File: src/rtl/xadc_aux_sampler.sv
// xadc_aux_sampler: reads up to 16 XADC aux channels over DRP on each EOC, optionally averages, publishes per slot.
// Optional per-slot min/max tracking is compiled in when the macro AUX_MINMAX_EN is defined.
module xadc_aux_sampler #(
  parameter int          NUM_CH      = 2,
  parameter logic [63:0] AUX_LIST    = 64'h0000_0000_0000_0020,
  parameter int          AVG_LOG2    = 0,
  parameter int          DRP_TIMEOUT = 64
) (
  input  logic                   DCLK,
  input  logic                   RESET,
  input  logic                   EOC,
  input  logic [4:0]             CHANNEL,
  output logic [6:0]             DADDR,
  output logic                   DEN,
  output logic                   DWE,
  output logic [15:0]            DI,
  input  logic [15:0]            DO,
  input  logic                   DRDY,
  output logic [16*NUM_CH-1:0]   MEASURED_AUX,
  output logic [NUM_CH-1:0]      SAMPLE_VALID,
  output logic                   BUSY,
  output logic                   OVERRUN,
  output logic                   DRP_ERR
`ifdef AUX_MINMAX_EN
  ,
  input  logic                   CLEAR_MINMAX,
  output logic [16*NUM_CH-1:0]   MIN_AUX,
  output logic [16*NUM_CH-1:0]   MAX_AUX
`endif
);

  localparam int SW = (NUM_CH > 1) ? $clog2(NUM_CH) : 1;
  localparam int AW = 16 + AVG_LOG2;
  localparam int CW = (AVG_LOG2 > 0) ? AVG_LOG2 : 1;
  localparam int TW = $clog2(DRP_TIMEOUT + 1);
  localparam logic [CW-1:0] CNT_LAST = CW'((1 << AVG_LOG2) - 1);
  localparam logic [TW-1:0] TMO_LAST = TW'(DRP_TIMEOUT - 1);

  typedef enum logic [1:0] {
    ST_IDLE   = 2'd0,
    ST_ISSUE  = 2'd1,
    ST_WAIT   = 2'd2,
    ST_UPDATE = 2'd3
  } state_t;

  function automatic logic [3:0] aux_of(input logic [SW-1:0] slot);
    aux_of = AUX_LIST[4*slot +: 4];
  endfunction

  // Descending scan so the lowest-numbered slot listing the channel wins.
  function automatic logic [SW:0] lookup(input logic [4:0] ch);
    logic [SW:0] res;
    res = {(SW+1){1'b0}};
    for (int k = NUM_CH - 1; k >= 0; k--) begin
      if (ch[4] && (AUX_LIST[4*k +: 4] == ch[3:0])) begin
        res = {1'b1, SW'(k)};
      end
    end
    return res;
  endfunction

  state_t              state_r, next_s;
  logic                hit_s, match_s;
  logic [SW-1:0]       hit_slot_s;
  logic                start_s, take_pend_s, timeout_s;
  logic [SW-1:0]       start_slot_s;
  logic [SW-1:0]       slot_r;
  logic                pend_valid_r;
  logic [SW-1:0]       pend_slot_r;
  logic [6:0]          daddr_r;
  logic                den_r;
  logic [TW-1:0]       tmo_r;
  logic [AW-1:0]       acc_r [NUM_CH];
  logic [CW-1:0]       cnt_r [NUM_CH];
  logic                capture_s, last_s;
  logic [AW-1:0]       sum_s;
  logic [15:0]         pub_s;
  logic [16*NUM_CH-1:0] meas_r;
  logic [NUM_CH-1:0]   valid_r;
  logic                busy_r, overrun_r, drp_err_r;

  assign {hit_s, hit_slot_s} = lookup(CHANNEL);
  assign match_s = EOC & hit_s;

  // State register.
  always_ff @(posedge DCLK) begin
    if (RESET) begin
      state_r <= ST_IDLE;
    end else begin
      state_r <= next_s;
    end
  end

  // Next-state decode; a live EOC outranks the pending entry, which then stays queued.
  always_comb begin
    next_s       = state_r;
    start_s      = 1'b0;
    start_slot_s = hit_slot_s;
    take_pend_s  = 1'b0;
    timeout_s    = 1'b0;
    case (state_r)
      ST_IDLE: begin
        if (match_s) begin
          next_s  = ST_ISSUE;
          start_s = 1'b1;
        end else if (pend_valid_r) begin
          next_s       = ST_ISSUE;
          start_s      = 1'b1;
          start_slot_s = pend_slot_r;
          take_pend_s  = 1'b1;
        end else begin
          next_s = ST_IDLE;
        end
      end
      ST_ISSUE: next_s = ST_WAIT;
      ST_WAIT: begin
        if (DRDY) begin
          next_s = ST_UPDATE;
        end else if (tmo_r == TMO_LAST) begin
          next_s    = ST_IDLE;
          timeout_s = 1'b1;
        end else begin
          next_s = ST_WAIT;
        end
      end
      ST_UPDATE: next_s = ST_IDLE;
      default:   next_s = ST_IDLE;
    endcase
  end

  // Accumulation is folded into the DRDY edge so results appear the cycle after DRDY.
  always_comb begin
    capture_s = (state_r == ST_WAIT) && DRDY;
    sum_s     = acc_r[slot_r] + AW'(DO);
    last_s    = (cnt_r[slot_r] == CNT_LAST);
    pub_s     = 16'(sum_s >> AVG_LOG2);
  end

  // DRP handshake, pending queue, timeout counter and sticky flags.
  always_ff @(posedge DCLK) begin
    if (RESET) begin
      den_r        <= 1'b0;
      daddr_r      <= 7'h00;
      slot_r       <= {SW{1'b0}};
      tmo_r        <= {TW{1'b0}};
      pend_valid_r <= 1'b0;
      pend_slot_r  <= {SW{1'b0}};
      busy_r       <= 1'b0;
      overrun_r    <= 1'b0;
      drp_err_r    <= 1'b0;
    end else begin
      den_r  <= start_s;
      busy_r <= (next_s != ST_IDLE);
      if (start_s) begin
        slot_r  <= start_slot_s;
        daddr_r <= 7'h10 + {3'b000, aux_of(start_slot_s)};
      end
      if (state_r == ST_WAIT) begin
        tmo_r <= tmo_r + TW'(1);
      end else begin
        tmo_r <= {TW{1'b0}};
      end
      if (timeout_s) begin
        drp_err_r <= 1'b1;
      end
      if (state_r != ST_IDLE) begin
        if (match_s) begin
          pend_valid_r <= 1'b1;
          pend_slot_r  <= hit_slot_s;
          if (pend_valid_r) begin
            overrun_r <= 1'b1;
          end
        end
      end else if (take_pend_s) begin
        pend_valid_r <= 1'b0;
      end
    end
  end

  // Per-slot accumulators, sample counters and published results.
  always_ff @(posedge DCLK) begin
    if (RESET) begin
      for (int k = 0; k < NUM_CH; k++) begin
        acc_r[k] <= {AW{1'b0}};
        cnt_r[k] <= {CW{1'b0}};
      end
      meas_r  <= {(16*NUM_CH){1'b0}};
      valid_r <= {NUM_CH{1'b0}};
    end else begin
      valid_r <= {NUM_CH{1'b0}};
      if (capture_s) begin
        if (last_s) begin
          acc_r[slot_r]            <= {AW{1'b0}};
          cnt_r[slot_r]            <= {CW{1'b0}};
          meas_r[16*slot_r +: 16]  <= pub_s;
          valid_r[slot_r]          <= 1'b1;
        end else begin
          acc_r[slot_r] <= sum_s;
          cnt_r[slot_r] <= cnt_r[slot_r] + CW'(1);
        end
      end
    end
  end

`ifdef AUX_MINMAX_EN
  logic [16*NUM_CH-1:0] min_r, max_r;

  // Running extremes; a publish in the clear cycle seeds both with the new value.
  always_ff @(posedge DCLK) begin
    if (RESET) begin
      min_r <= {NUM_CH{16'hFFFF}};
      max_r <= {NUM_CH{16'h0000}};
    end else begin
      if (CLEAR_MINMAX) begin
        min_r <= {NUM_CH{16'hFFFF}};
        max_r <= {NUM_CH{16'h0000}};
      end
      if (capture_s && last_s) begin
        if (CLEAR_MINMAX || (pub_s < min_r[16*slot_r +: 16])) begin
          min_r[16*slot_r +: 16] <= pub_s;
        end
        if (CLEAR_MINMAX || (pub_s > max_r[16*slot_r +: 16])) begin
          max_r[16*slot_r +: 16] <= pub_s;
        end
      end
    end
  end

  assign MIN_AUX = min_r;
  assign MAX_AUX = max_r;
`endif

  assign DADDR        = daddr_r;
  assign DEN          = den_r;
  assign DWE          = 1'b0;
  assign DI           = 16'h0000;
  assign MEASURED_AUX = meas_r;
  assign SAMPLE_VALID = valid_r;
  assign BUSY         = busy_r;
  assign OVERRUN      = overrun_r;
  assign DRP_ERR      = drp_err_r;

endmodule
File: config.mk
export PLATFORM = sky130hd
export DESIGN_NAME = xadc_aux_sampler
export DESIGN_NICKNAME = d
export VERILOG_FILES = /design/src/rtl/xadc_aux_sampler.sv
export SDC_FILE = /design/constraint.sdc
export NUM_CORES = 1
export LEC_CHECK = 0
export CAP_MARGIN = 10
export CORE_ASPECT_RATIO = 0.75
export CORE_UTILIZATION = 52
export CTS_CLUSTER_SIZE = 16
export DETAILED_ROUTE_END_ITERATION = 12
export PLACE_DENSITY = 0.8
export SETUP_SLACK_MARGIN = 0.5
export SYNTH_ARGS = -nofsm -noshare
export SYNTH_HDL_FRONTEND = slang
export SYNTH_SLANG_ARGS = --single-unit
File: constraint.sdc
create_clock -name DCLK -period 3.9 [get_ports DCLK]
set_input_delay 0.78 -clock DCLK [delete_from_list [all_inputs] [get_ports DCLK]]
set_output_delay 0.78 -clock DCLK [all_outputs]
set_load 0.01 [all_outputs]
==> results.json <==
{
  "grt_max_degree": 51,
  "nets": 567,
  "yosys.area.top_type_share_pct": 23.33,
  "synth_area_um2": 4462,
  "initial_utilization_pct": 55.13,
  "worst_pin_slew_ps": 791.4,
  "powerDensity_nw_per_um2": 386.7,
  "grt_pass1_vias": 3373,
  "rsz0062_at_grt": "no",
  "ys.flop_type": "dfxtp_1",
  "final_layout_size_suffix_gt1_share_pct": 7.736,
  "hold_buffers": 0,
  "relSlewSlack_pct": 47.09,
  "die_y_um": 82.22,
  "avgViaCountPerCell": 5.846,
  "status": "finished, final reports clean",
  "synth_top_cell_by_area": "dfxtp_1",
  "path_cells": "buf_4 > mux2_2 > ha_1 > and3_1 > a2111o_1 > o221a_4 > or4_1 > o211ai_1",
  "numPortBuffers": 64,
  "syn_inst": 467,
  "fp.dieArea_um2": 8959,
  "wl_per_cell_um": 17.45,
  "fin_crit_ps": 3087,
  "grt_overflow": 0,
  "clock_skew_ps": 8.138,
  "syn_area_per_cell_um2": 9.554,
  "path_class": "reg -> reg",
  "drc": 0,
  "numCtsBuffers": 9,
  "whs_ps": 448.4,
  "cts.root.buffer_cell": "clkbuf_16",
  "fin_setup_tns_ps": 0,
  "grt_usage_pct": 25.48,
  "ys_seq_elements": 86,
  "die_w_um": 109.0,
  "max_freq_mhz": 324.0,
  "diodes": 0,
  "synth_cell_types": 52,
  "ys_seq_area_share_pct": 46.21,
  "n_fill_cell": 661,
  "rows": 28,
  "leakagePower_nw": 2.106,
  "arrival_ps": 3340,
  "synth-edff-count": 34,
  "wirelength_um": 11080,
  "area_delta_synth_final_pct": 21.14,
  "ir_drop_v": 0.0002729,
  "clk_latency_ps": 340,
  "cts_setup_buffers": 0,
  "yosys_warnings": 0,
  "cts_tree": "built",
  "maxSlewViolCount": 0,
  "hold_class": "reg -> reg",
  "cts_buffer_depth": 2,
  "maxCapViolCount": 0,
  "cts_sinks": 86,
  "start_kind": "flop",
  "worstPathRequired_ps": 4150,
  "htree_levels": 3,
  "final_core_util_pct": 66.79,
  "firstDrtPassIters": 5,
  "placed_area_um2": 5109,
  "ant_nets": 0,
  "ios": 87,
  "yosys-top-cells-area": "dfxtp_1 (23%), edfxtp_1 (23%), ha_1 (4.5%)",
  "grt_pass1_wl_um": 17100,
  "design_area_um2": 5405,
  "async_reset_ff_share_pct": 0,
  "via_count": 3712,
  "core_um2": 8093,
  "yosysMostFrequentCell": "dfxtp_1",
  "gp_congestion": 0.8765,
  "dp_hpwl_um": 7721,
  "clkSlewWorstSetupHoldPaths_ps": 60,
  "cp-end-kind": "flop",
  "path_max_fanout": 12,
  "setup_viol": 0,
  "p_total_mw": 2.090,
  "fin_crit_sh_pct": 79.15,
  "drt-initial-drc-count": 260,
  "slowest_delay_ps": 520,
  "hold_viol": 0,
  "antenna_found_initial": 0,
  "synth.cells.most_frequent": "dfxtp_1 (52), nor2_1 (49), nand2_1 (39)",
  "slowest_stage": "dfxtp_2"
}
where the power goes:
group          switching (mW)  total, mW  internal [mW]  leakage (nW)
Sequential            0.00736      0.958          0.951         0.770
Combinational           0.185      0.297          0.112          1.19
Clock                   0.359      0.835          0.476         0.144
layout make-up:
class	count	area (um^2)	area share, %
Clock buffer	11	254.0	4.699
Multi-Input combinational cell	348	2188	40.49
Timing Repair Buffer	71	693.2	12.82
Sequential cell	86	2063	38.17
Tap cell	105	131.4	2.431
Inverter	9	33.78	0.6250
Clock inverter	5	41.29	0.7639
per-layer routing:
metal | track usage [%] | share of wire (%)
met5 | 0 | 0
met4 | 5.811 | 0.96
met3 | 6.750 | 10
met2 | 37.80 | 42
met1 | 36.99 | 47
repair_timing:
action	in CTS	in global routing
hold endpoints to repair	0	0
gates resized for setup	0	1
endpoints found under the setup margin	0	5
kinds of logic after synthesis:
kind of cell               synth area share (%)
and+or+nand+nor                           17.53
AOI/OAI and AO/OA                         15.56
DFF                                       46.21
buffers and inverters                     6.674
muxes                                     5.861
adders and majority gates                 4.935
xor gates and xnor gates                  3.141
other                                   0.08405
metrics by stage:
step | instances | worst slack [ps]
final | 635 | 813.3
after detailed placement | 619 | 548.2
after floorplan | 490 | 805.5
after global routing | 635 | 719.5
after global placement | 619 | 621.7
after CTS | 635 | 623.9
layout by cell type (no fill, tap or decap), drive strengths merged, types with 3 or more instances in the layout:
cell type,netlist,routed
nor3,14,14
clkbuf,22,11
nor2,49,49
o31ai,5,5
o21ai,19,19
o211a,3,3
nand3b,14,14
a211oi,5,5
ha,16,16
nand2b,6,6
mux2i,7,7
a31oi,4,4
xnor2,7,7
a21oi,35,35
conb,1,24
xor2,9,9
o21a,3,3
or4,3,3
dfxtp,52,52
nor2b,4,4
a21o,7,7
edfxtp,34,34
and3,8,8
clkdlybuf4s50,0,64
inv,9,10
buf,25,7
mux2,17,17
o211ai,6,6
nand2,39,39
nand3,15,15
clkinv,0,4
path summary, 6_finish.rpt:
path                             from  depth (start not counted)                       endpoint  slack [ps]
max                              flop                          8  MEASURED_AUX[14]$_SDFFE_PP0P_         810
min          pend_slot_r$_SDFFE_PP0P_                          2       pend_slot_r$_SDFFE_PP0P_         450
max reg2reg                      flop                          8  MEASURED_AUX[14]$_SDFFE_PP0P_         810
min reg2reg  pend_slot_r$_SDFFE_PP0P_                          2       pend_slot_r$_SDFFE_PP0P_         450
sequential cells by signal, summed over array words and instances, names as in the netlist, 2 cells and up, named ones only:
signal,flops
MEASURED_AUX,32
state_r,2
DADDR,2
SAMPLE_VALID,2
tmo_r,7
cnt_r,2
acc_r,32
critical path, delay by kind of cell, from the launching register on:
family / cells / cell delay, ps
mux: 1 / 340
simple gates: 2 / 780
buf+inv: 1 / 240
compound gates: 3 / 690
fa+ha+maj: 1 / 410
flops: 1 / 520
No activity file was read; power rests on OpenSTA's default activity.
